File: config.mk
export PLATFORM = sky130hd
export DESIGN_NAME = instr_sequencer
export DESIGN_NICKNAME = d
export VERILOG_FILES = /design/src/rtl/instr_sequencer.sv
export SDC_FILE = /design/constraint.sdc
export NUM_CORES = 1
export LEC_CHECK = 0
export CAP_MARGIN = 20
export CORE_MARGIN = 2
export CORE_UTILIZATION = 50
export CTS_CLUSTER_DIAMETER = 30
export DETAILED_ROUTE_END_ITERATION = 16
export GPL_TIMING_DRIVEN = 0
export PLACE_DENSITY = 0.8
export SETUP_SLACK_MARGIN = 0.5
export SLEW_MARGIN = 20
export SYNTH_ARGS = -nofsm -noshare
export SYNTH_HDL_FRONTEND = slang
export SYNTH_SLANG_ARGS = --single-unit
File: constraint.sdc
create_clock -name clock -period 3.6 [get_ports clock]
set_input_delay 0.72 -clock clock [delete_from_list [all_inputs] [get_ports clock]]
set_output_delay 0.72 -clock clock [all_outputs]
set_load 0.02 [all_outputs]
File: src/rtl/instr_sequencer.sv
// Program RAM plus issue FSM: presents each stored word on instrword, strobes
// newinstr for one cycle, then waits SETTLE cycles before fetching the next.
module instr_sequencer #(
  parameter int          AW      = 4,
  parameter int          SETTLE  = 16,
  parameter logic [5:0]  HALT_OP = 6'h3F
) (
  input  logic          clock,
  input  logic          reset,
  input  logic          load_en,
  input  logic [AW-1:0] load_addr,
  input  logic [31:0]   load_data,
  input  logic          start,
  input  logic [AW:0]   prog_len,
  output logic [31:0]   instrword,
  output logic          newinstr,
  output logic [AW-1:0] pc,
  output logic          busy,
  output logic          finished
);

  localparam int CW = (SETTLE > 1) ? $clog2(SETTLE) : 1;

  localparam logic [2:0] IDLE  = 3'd0;
  localparam logic [2:0] FETCH = 3'd1;
  localparam logic [2:0] PULSE = 3'd2;
  localparam logic [2:0] WAIT  = 3'd3;
  localparam logic [2:0] DONE  = 3'd4;

  logic [2:0]    state;
  logic [AW:0]   len;
  logic [CW-1:0] cnt;
  logic [31:0]   mem [0:(2**AW)-1];
  logic [31:0]   fword;
  logic [AW:0]   pc_next;

  assign fword    = mem[pc];
  assign pc_next  = {1'b0, pc} + (AW+1)'(1);
  assign busy     = (state == FETCH) || (state == PULSE) || (state == WAIT);
  // Decoded from state so reset drops the strobe asynchronously.
  assign newinstr = (state == PULSE);
  assign finished = (state == DONE);

  // RAM is deliberately not reset; contents survive reset.
  always_ff @(posedge clock) begin
    if (load_en && !busy)
      mem[load_addr] <= load_data;
  end

  always_ff @(posedge clock or negedge reset) begin
    if (!reset) begin
      state     <= IDLE;
      instrword <= '0;
      pc        <= '0;
      len       <= '0;
      cnt       <= '0;
    end else begin
      case (state)
        IDLE, DONE: begin
          if (start) begin
            if (prog_len == '0) begin
              state <= DONE;
            end else begin
              state <= FETCH;
              pc    <= '0;
              len   <= prog_len;
            end
          end
        end
        FETCH: begin
          if (fword[31:26] == HALT_OP) begin
            state <= DONE;
          end else begin
            instrword <= fword;
            state     <= PULSE;
          end
        end
        PULSE: begin
          cnt   <= CW'(SETTLE - 1);
          state <= WAIT;
        end
        WAIT: begin
          if (cnt == '0) begin
            if (pc_next == len) begin
              state <= DONE;
            end else begin
              pc    <= pc + 1'b1;
              state <= FETCH;
            end
          end else begin
            cnt <= cnt - 1'b1;
          end
        end
        default: state <= IDLE;
      endcase
    end
  end

endmodule

==> run_results.csv, run 1 <==
group,metric,value,unit
timing,clock_skew,29.7,ps
routing,antenna_left,0,
place,dp_cells,1661,
worst_setup_path,crit_fanout,10,
place,portBuffers,83,
power_and_ir_drop,p_per_area,815,nW/µm²
logic_synthesis,synth_warnings,0,
grt,grt_pass1_wl,85.3,mm
logic_synthesis,synth_top_area_cell,"edfxtp_1",
routing,drt-initial-drc-count,1630,
timing,finalSetupViolations,0,
finish,fillers,2702,
routing,viasPerCell,6.54,
finish,drive_gt1_share,34.2,%
logic_synthesis,async_reset_ff_share,8.57,%
logic_synthesis,ys_ff_latch,560,
timing,slew_headroom,25.2,%
clock_network,cts_made_buffers,96,
place,routabilityCongestion,0.826,
floorplanning,rows,76,
clock_network,insertion_delay,630,ps
worst_setup_path,crit_path_start_kind,"flop",
routing,drc,0,
clock_network,cts_hold_buffers,0,
floorplanning,die-area,45100,µm²
logic_synthesis,syn_area_per_cell,22.6,µm²
worst_setup_path,arrival,3670,ps
clock_network,clk_pin_slew,50,ps
worst_setup_path,worst_setup_path_end_kind,"flop",
min_path,hp-class,"in -> async",
routing,dr.pass1.iters,5,
logic_synthesis,synth_cells,959,
grt,antenna_found_initial,4,
timing,worstMarginPinSlew,1120,ps
routing,post_drt_wl_per_cell,32.4,µm
logic_synthesis,syn-num-nets,1007,
routing,vias,12080,
grt,grt_pass1_vias,12632,
timing,finalCritPeriodShare,86.8,%
finish,area_growth,27.5,%
logic_synthesis,seq_area_frac_synth,76.3,%
run_status,status,"complete, no violations",
power_and_ir_drop,vdd_ir_drop_max,0.000447,V
floorplanning,floorplan.initialDensity,50.5,%
timing,rsz0062_at_grt,"yes",
logic_synthesis,yosys.area.top_type_share,70.8,%
logic_synthesis,syn_area,21700,µm²
power_and_ir_drop,total_power,22.6,mW
grt,grt_overflow,0,
timing,slew_violations,0,
logic_synthesis,synth_cell_type_count,49,
logic_synthesis,netlist_top_cells_area,"edfxtp_1 (71%), mux4_2 (15%), dfrtp_1 (5.5%), a221o_1 (1.2%), mux2i_1 (0.78%)",
timing,fin_setup_tns,0,ps
clock_network,clock_sinks,560,
clock_network,cts_root_buf,"clkbuf_16",
grt,track_usage,27.1,%
floorplanning,core_region_area,43000,µm²
timing,hold_viol_final,0,
finish,final_cells,1846,
logic_synthesis,synthTopCellsByCount,"edfxtp_1 (512), mux4_2 (143), dfrtp_1 (48)",
clock_network,htreeDepth,3,
place,dpl.hpwl,32.7,mm
worst_setup_path,critPathKind,"reg -> reg",
floorplanning,fp.dieW,212,µm
routing,routed_wl,59.9,mm
floorplanning,pin_count,84,
clock_network,cts_tree,"done",
grt,grt_max_degree,49,
clock_network,cts_buffer_depth,3,
logic_synthesis,synth_edf_count,512,
floorplanning,dieHeight,212,µm
timing,timing.hold.ws,187,ps
run,drv_cap,0,
worst_setup_path,critPathRequiredTime,4140,ps
logic_synthesis,ys.flop_type,"edfxtp_1",
timing,fin_crit,3130,ps
logic_synthesis,synth.most_common_cell,"edfxtp_1",
timing,fmax,0.320,GHz
power_and_ir_drop,p_leak,9.26,nW
finish,fin_nets,1227,
[path summary, 6_finish.rpt]
path / start / to / slack (ps) / cells past startpoint
min in group clock: instrword[30]$_DFFE_PN0P_ / instrword[30]$_DFFE_PN0P_ / 500 / 1
max reg2reg: pc[0]$_DFFE_PN0P_ / instrword[15]$_DFFE_PN0P_ / 470 / 11
max in group asynchronous: reset / instrword[16]$_DFFE_PN0P_ / 2890 / 1
min: reset / instrword[30]$_DFFE_PN0P_ / 190 / 1
max: pc[0]$_DFFE_PN0P_ / instrword[15]$_DFFE_PN0P_ / 470 / 11
min reg2reg: instrword[30]$_DFFE_PN0P_ / instrword[30]$_DFFE_PN0P_ / 500 / 1
[per-layer routing]
layer	part of all wire, %	wire [µm]	global-route usage [%]	vias up
li1	-	-	-	4593
met1	35	20700	34.3	6269
met2	49	29300	43.4	996
met3	11	6790	7.31	218
met5	0.045	27	0	-
met4	5.0	3020	14.1	4
[layout make-up]
| class | count | area, µm² | share of cell area (%) |
|---|---|---|---|
| Sequential cell | 560 | 16600 | 59.9 |
| Inverter | 6 | 22.5 | 0.0813 |
| Multi-Input combinational cell | 342 | 5020 | 18.1 |
| Antenna cell | 2 | 5.00 | 0.0181 |
| Buffer | 51 | 392 | 1.41 |
| Clock inverter | 68 | 764 | 2.76 |
| Clock buffer | 110 | 2490 | 8.98 |
| Timing Repair Buffer | 122 | 1690 | 6.11 |
| Tap cell | 585 | 732 | 2.64 |
[cell families (layout without fill, tap and decap cells)]
| group | after synthesis | in the layout | synth area share [%] |
|---|---|---|---|
| flops | 560 | 560 | 76.3 |
| mux | 172 | 172 | 16.6 |
| simple gates | 87 | 87 | 2.16 |
| compound gates | 73 | 73 | 2.92 |
| buf+inv | 57 | 357 | 1.54 |
| xor+xnor | 7 | 7 | 0.282 |
| fa+ha+maj | 3 | 3 | 0.173 |
| other cells | 0 | 2 | 0 |
[state kept, by name, summed over array words and instances, names as in the netlist]
signal and flops:
len 5, pc 4, cnt 4, state 3
instrword 32, mem 512
[report_power, final]
part	internal [mW]	leakage, nW	switching (mW)
clock network	5.81	1.58	3.29
registers	7.46	5.18	0.318
logic	2.68	2.50	3.01
[placed cells by master, fill, tap and decap left out, types with 14 or more instances in the layout]
cell type / synthesis / final
mux4_2: 143 / 143
a221o_1: 26 / 26
clkinv_2: 0 / 17
dfrtp_1: 48 / 48
buf_4: 0 / 16
mux2i_1: 17 / 17
clkbuf_16: 0 / 97
buf_16: 0 / 23
clkbuf_1: 21 / 17
clkbuf_2: 0 / 14
edfxtp_1: 512 / 512
clkdlybuf4s50_1: 0 / 82
and3_1: 27 / 27
[critical path: stages, from the launching register on]
cell	delay [ps]
dfrtp_1	400
buf_6	160
buf_12	150
buf_12	150
mux2i_1	360
a221oi_4	130
a22oi_1	400
a221oi_4	140
buf_12	180
a21oi_2	360
clkbuf_4	370
a221o_1	230
[timing repair]
| action | CTS | global route |
|---|---|---|
| buffers inserted | 3 | 2 |
| gates resized for setup | 45 | 20 |
| pin swaps | 2 | 4 |
| setup endpoints to repair | 45 | 110 |
| hold endpoints to repair | 0 | 0 |
[stage by stage]
stage	worst slack, ps	utilization (%)	instance area (µm²)
final	474	64.4	27700
after global routing	427	64.4	27700
after CTS	477	64.2	27600
after detailed placement	-410	56.4	24200
after global placement	-1930	54.2	23300
after floorplan	471	-	21700
(Power assumes the default switching activity.)
==> run 2: changes to the inputs <==
- GPL_TIMING_DRIVEN: 0 -> not set
==> run 2 against run 1 <==
Compared with the run above: global-route usage fell by 2.4 points; highest routed layer is now met4; flip-flop and latch count did not move; critical path type unchanged; largest power group unchanged; combinational power fell by 8.6%.
==> run_results.csv, run 2 (synthesized netlist as in run 1, its figures left out) <==
group,metric,value,unit
floorplanning,fp.dieW,212,µm
clock_network,cts_tree,"done",
worst_setup_path,crit_slowest_cell,"mux4_1",
worst_setup_path,critPathKind,"reg -> reg",
routing,routed_wl,54.4,mm
worst_setup_path,cpPeakStageDelay,660,ps
worst_setup_path,critPathRequiredTime,4070,ps
routing,dr.pass1.iters,5,
clock_network,htreeDepth,3,
worst_setup_path,arrival,3550,ps
timing,finalSetupViolations,0,
power_and_ir_drop,vdd_ir_drop_max,0.000452,V
timing,worstMarginPinSlew,1090,ps
grt,grt_max_degree,58,
finish,final_cell_mix,"edfxtp_1 (512), mux4_2 (143), clkbuf_16 (103)",
timing,finalCritPeriodShare,85.6,%
finish,drive_gt1_share,33.1,%
grt,grt_overflow,0,
finish,largest_reg_flops,512,
worst_setup_path,crit_path_start_kind,"flop",
worst_setup_path,crit_family,"multiplexers",
timing,hold_viol_final,0,
floorplanning,dieHeight,212,µm
grt,grt_pass1_wl,79.5,mm
finish,multi_input_area,4970,µm²
power_and_ir_drop,p_per_area,828,nW/µm²
grt,grt_pass1_vias,12181,
place,portBuffers,83,
power_and_ir_drop,p_leak,8.97,nW
routing,antenna_left,0,
clock_network,cts_root_buf,"clkbuf_16",
floorplanning,pin_count,84,
grt,busiest_layer,"met2",
floorplanning,core_region_area,43000,µm²
worst_setup_path,reg2reg_setup_slack,520,ps
routing,post_drt_wl_per_cell,29.9,µm
worst_setup_path,crit_chain,"mux4_1 -> mux4_2 -> inv_1 -> a221oi_4 -> buf_4 -> buf_6 -> and3_1 -> a221o_1",
finish,reg_top3,"mem (512), instrword (32), len (5)",
clock_network,insertion_delay,630,ps
timing,timing.hold.ws,220,ps
place,place_ws,297,ps
timing,final.setup.worst_slack,519,ps
timing,clock_skew,24.5,ps
floorplanning,rows,76,
floorplanning,floorplan.initialDensity,50.5,%
timing,fmax,0.325,GHz
finish,fillers,2735,
timing,slew_headroom,27.5,%
clock_network,cts_buffer_depth,3,
finish,area_growth,24.8,%
grt,grt_use_met3,6.85,%
finish,regArea,16600,µm²
worst_setup_path,worst_setup_path_end_kind,"flop",
finish,final_area,27100,µm²
place,placed_area,23500,µm²
floorplanning,die-area,45100,µm²
clock_network,cts_made_buffers,100,
place,dpl.hpwl,26.9,mm
timing,slew_violations,0,
finish,final_common_cell,"edfxtp_1",
timing,rsz0062_at_grt,"yes",
place,routabilityCongestion,0.810,
grt,grtUsageMet2,39.5,%
routing,vias,11344,
clock_network,clock_sinks,560,
finish,fin_nets,1192,
min_path,hp-class,"in -> async",
clock_network,clk_pin_slew,50,ps
routing,viasPerCell,6.24,
grt,track_usage,24.7,%
worst_setup_path,cp.buffers_inverters,3,
run_status,status,"complete, no violations",
finish,top_register,"mem",
clock_network,cts_hold_buffers,0,
timing,fin_setup_tns,0,ps
worst_setup_path,crit_fanout,27,
run,drv_cap,0,
power_and_ir_drop,total_power,22.5,mW
timing,fin_crit,3080,ps
routing,drt-initial-drc-count,1752,
routing,drc,0,
grt,met1_usage,32.4,%
grt,antenna_found_initial,2,
==> run 2: final cells by class <==
type                            count  area share, %
Clock buffer                      113           9.76
Timing Repair Buffer              133           5.00
Inverter                            6         0.0831
Sequential cell                   560           61.2
Tap cell                          585           2.70
Antenna cell                        2         0.0185
Clock inverter                     76           2.89
Multi-Input combinational cell    343           18.4
==> run 2: per-layer routing <==
metal	wire length (µm)	vias up
met1	19900	5924
met4	1920	0
li1	-	4520
met5	0	-
met3	5460	136
met2	27100	764
==> run 2: path summary, 6_finish.rpt <==
path,start,endpoint,cells after the start
max in group asynchronous,reset,pc[1]$_DFFE_PN0P_,2
min in group clock,cnt[0]$_DFFE_PN0P_,cnt[0]$_DFFE_PN0P_,1
hold / removal,reset,len[2]$_DFFE_PN0P_,1
hold reg to reg,cnt[0]$_DFFE_PN0P_,cnt[0]$_DFFE_PN0P_,1
setup / recovery,pc[0]$_DFFE_PN0P_,instrword[3]$_DFFE_PN0P_,8
setup reg to reg,pc[0]$_DFFE_PN0P_,instrword[3]$_DFFE_PN0P_,8
==> run 2: timing repair <==
item | 4_1_cts | 5_1_grt
buffers inserted | 1 | 8
resized for setup | 3 | 4
pin swaps | 1 | 4
endpoints found under the setup margin | 32 | 31
gates cloned | 1 | 0
==> run 2: stage by stage <==
step | instances | util [%]
after floorplan | 959 | -
after global placement | 1617 | 54.7
after detailed placement | 1617 | 54.7
after CTS | 1808 | 62.8
after global routing | 1817 | 63.1
final | 1818 | 63.1
==> run 2: power breakdown <==
part           switching (mW)  internal [mW]
clock network            3.41           6.00
logic                    2.63           2.56
registers               0.382           7.46
==> run 3: changes to the inputs <==
- DONT_BUFFER_PORTS: not set -> 1
- PLACE_DENSITY: 0.8 -> 0.78
==> run 3 against run 2 <==
Compared with the run above: flip-flop and latch count unchanged; sequential power increased by 2.8%; worst setup slack got worse by 110 ps; die area unchanged; clock skew decreased by 2.4 ps; global-route usage decreased by 0.56 points; total power decreased by 8.1%; largest cell class unchanged; combinational power decreased by 15%; largest power group unchanged; design area decreased by 5.2%; register-to-register slack got worse by 110 ps; utilization decreased by 3.3 points.
==> run_results.csv, run 3 (synthesized netlist as in run 1, its figures left out) <==
group,metric,value,unit
grt,antenna_found_initial,2,
finish,final_cell_mix,"edfxtp_1 (512), mux4_2 (143), clkbuf_16 (89)",
routing,vias,11074,
worst_setup_path,critPathKind,"reg -> reg",
timing,slew_headroom,28.3,%
grt,grt_pass1_vias,11482,
routing,post_drt_wl_per_cell,31.8,µm
floorplanning,floorplan.initialDensity,50.5,%
routing,antenna_left,0,
timing,final.setup.worst_slack,408,ps
timing,slew_violations,0,
worst_setup_path,cp.buffers_inverters,1,
clock_network,htreeDepth,3,
clock_network,cts_tree,"done",
worst_setup_path,crit_chain,"nor2b_2 -> a221oi_1 -> o21ai_0 -> a221oi_4 -> buf_6 -> and3_1 -> a221o_1",
finish,fin_util,59.8,%
timing,finalCritPeriodShare,88.7,%
finish,fin_nets,1090,
worst_setup_path,critPathRequiredTime,4070,ps
finish,drive_gt1_share,33.5,%
grt,grt_overflow,0,
timing,rsz0062_at_grt,"no",
grt,track_usage,24.2,%
grt,grt_pass1_wl,77.5,mm
worst_setup_path,crit_path_start_kind,"flop",
worst_setup_path,cpPeakStageDelay,650,ps
min_path,hp-class,"in -> reg",
floorplanning,fp.dieW,212,µm
routing,routed_wl,54.0,mm
clock_network,cts_root_buf,"clkbuf_16",
finish,area_growth,18.4,%
finish,top_register,"mem",
place,routabilityCongestion,0.791,
floorplanning,die-area,45100,µm²
grt,grt_max_degree,100,
worst_setup_path,arrival,3670,ps
place,portBuffers,0,
timing,clock_skew,22.1,ps
routing,dr.pass1.iters,5,
place,dpl.hpwl,25.5,mm
routing,drc,0,
timing,finalSetupViolations,0,
routing,drt-initial-drc-count,1486,
finish,final_common_cell,"edfxtp_1",
worst_setup_path,crit_fanout,25,
finish,fillers,2822,
floorplanning,dieHeight,212,µm
routing,viasPerCell,6.53,
timing,fin_setup_tns,0,ps
finish,largest_reg_flops,512,
clock_network,clock_sinks,560,
power_and_ir_drop,vdd_ir_drop_max,0.000535,V
timing,fmax,0.313,GHz
place,place_ws,461,ps
floorplanning,core_region_area,43000,µm²
floorplanning,rows,76,
floorplanning,pin_count,84,
worst_setup_path,crit_slowest_cell,"o21ai_0",
clock_network,cts_made_buffers,85,
worst_setup_path,crit_family,"compound AO/OA/AOI/OAI gates",
worst_setup_path,worst_setup_path_end_kind,"flop",
run,drv_cap,0,
clock_network,cts_buffer_depth,3,
finish,reg_top3,"mem (512), instrword (32), len (5)",
clock_network,clk_pin_slew,60,ps
timing,fin_crit,3190,ps
timing,hold_viol_final,0,
power_and_ir_drop,p_leak,8.39,nW
run_status,status,"complete, no violations",
power_and_ir_drop,p_per_area,803,nW/µm²
timing,timing.hold.ws,207,ps
timing,worstMarginPinSlew,1070,ps
power_and_ir_drop,total_power,20.6,mW
clock_network,insertion_delay,610,ps
[run 3: cell types whose count changed in the layout (fill, tap and decap cells not counted), sizes merged, moves of 2 or more]
cell           before  now
bufinv              9    7
clkbuf            113  100
clkinv             42   23
clkdlybuf4s50      82    0
buf                51   45
clkinvlp           19   11
inv                12   22
[run 3: per-stage QoR]
step,instance area (µm²),std cells
global placement,22700,1533
detailed placement,22700,1533
CTS,25600,1692
finish,25700,1697
global route,25700,1697
floorplan,21700,959
[run 3: layer usage]
metal  wire (µm)  GRT usage (%)
met5           0              0
met3        6650           6.81
met2       26400           38.9
met1       19000           31.4
met4        1880           9.65
[run 3: area by class of cell]
cell class | count | area [µm²] | share of cell area [%]
antenna | 1 | 2.50 | 0.00974
timing repair buffer | 47 | 515 | 2.01
sequential | 560 | 16600 | 64.5
inverter | 6 | 22.5 | 0.0876
clock buffer | 99 | 2250 | 8.77
tap | 585 | 732 | 2.85
clock inverter | 57 | 603 | 2.35
multi-input combinational | 342 | 4990 | 19.4
[run 3: timing repair]
action,4_1_cts,5_1_grt
buffers inserted,1,3
hold endpoints to repair,48,0
hold buffers,2,0
setup endpoints to repair,19,33
gates resized for setup,0,10
gates cloned,0,1
pin swaps,0,2
[run 3: power breakdown]
group / switching (mW) / total, mW / internal, mW
sequential: 0.619 / 8.07 / 7.46
combinational: 2.23 / 4.40 / 2.17
clock: 3.10 / 8.16 / 5.07
total: 5.95 / 20.6 / 14.7
[run 3: final timing paths]
path,start,end,slack [ps],cells after the start
setup / recovery,pc[1]$_DFFE_PN0P_,instrword[16]$_DFFE_PN0P_,410,7
min in group asynchronous,reset,instrword[25]$_DFFE_PN0P_,710,2
hold / removal,load_data[9],mem[3][9]$_DFFE_PP_,210,0
setup reg to reg,pc[1]$_DFFE_PN0P_,instrword[16]$_DFFE_PN0P_,410,7
max in group asynchronous,reset,pc[0]$_DFFE_PN0P_,2620,2
hold reg to reg,cnt[0]$_DFFE_PN0P_,cnt[0]$_DFFE_PN0P_,520,1
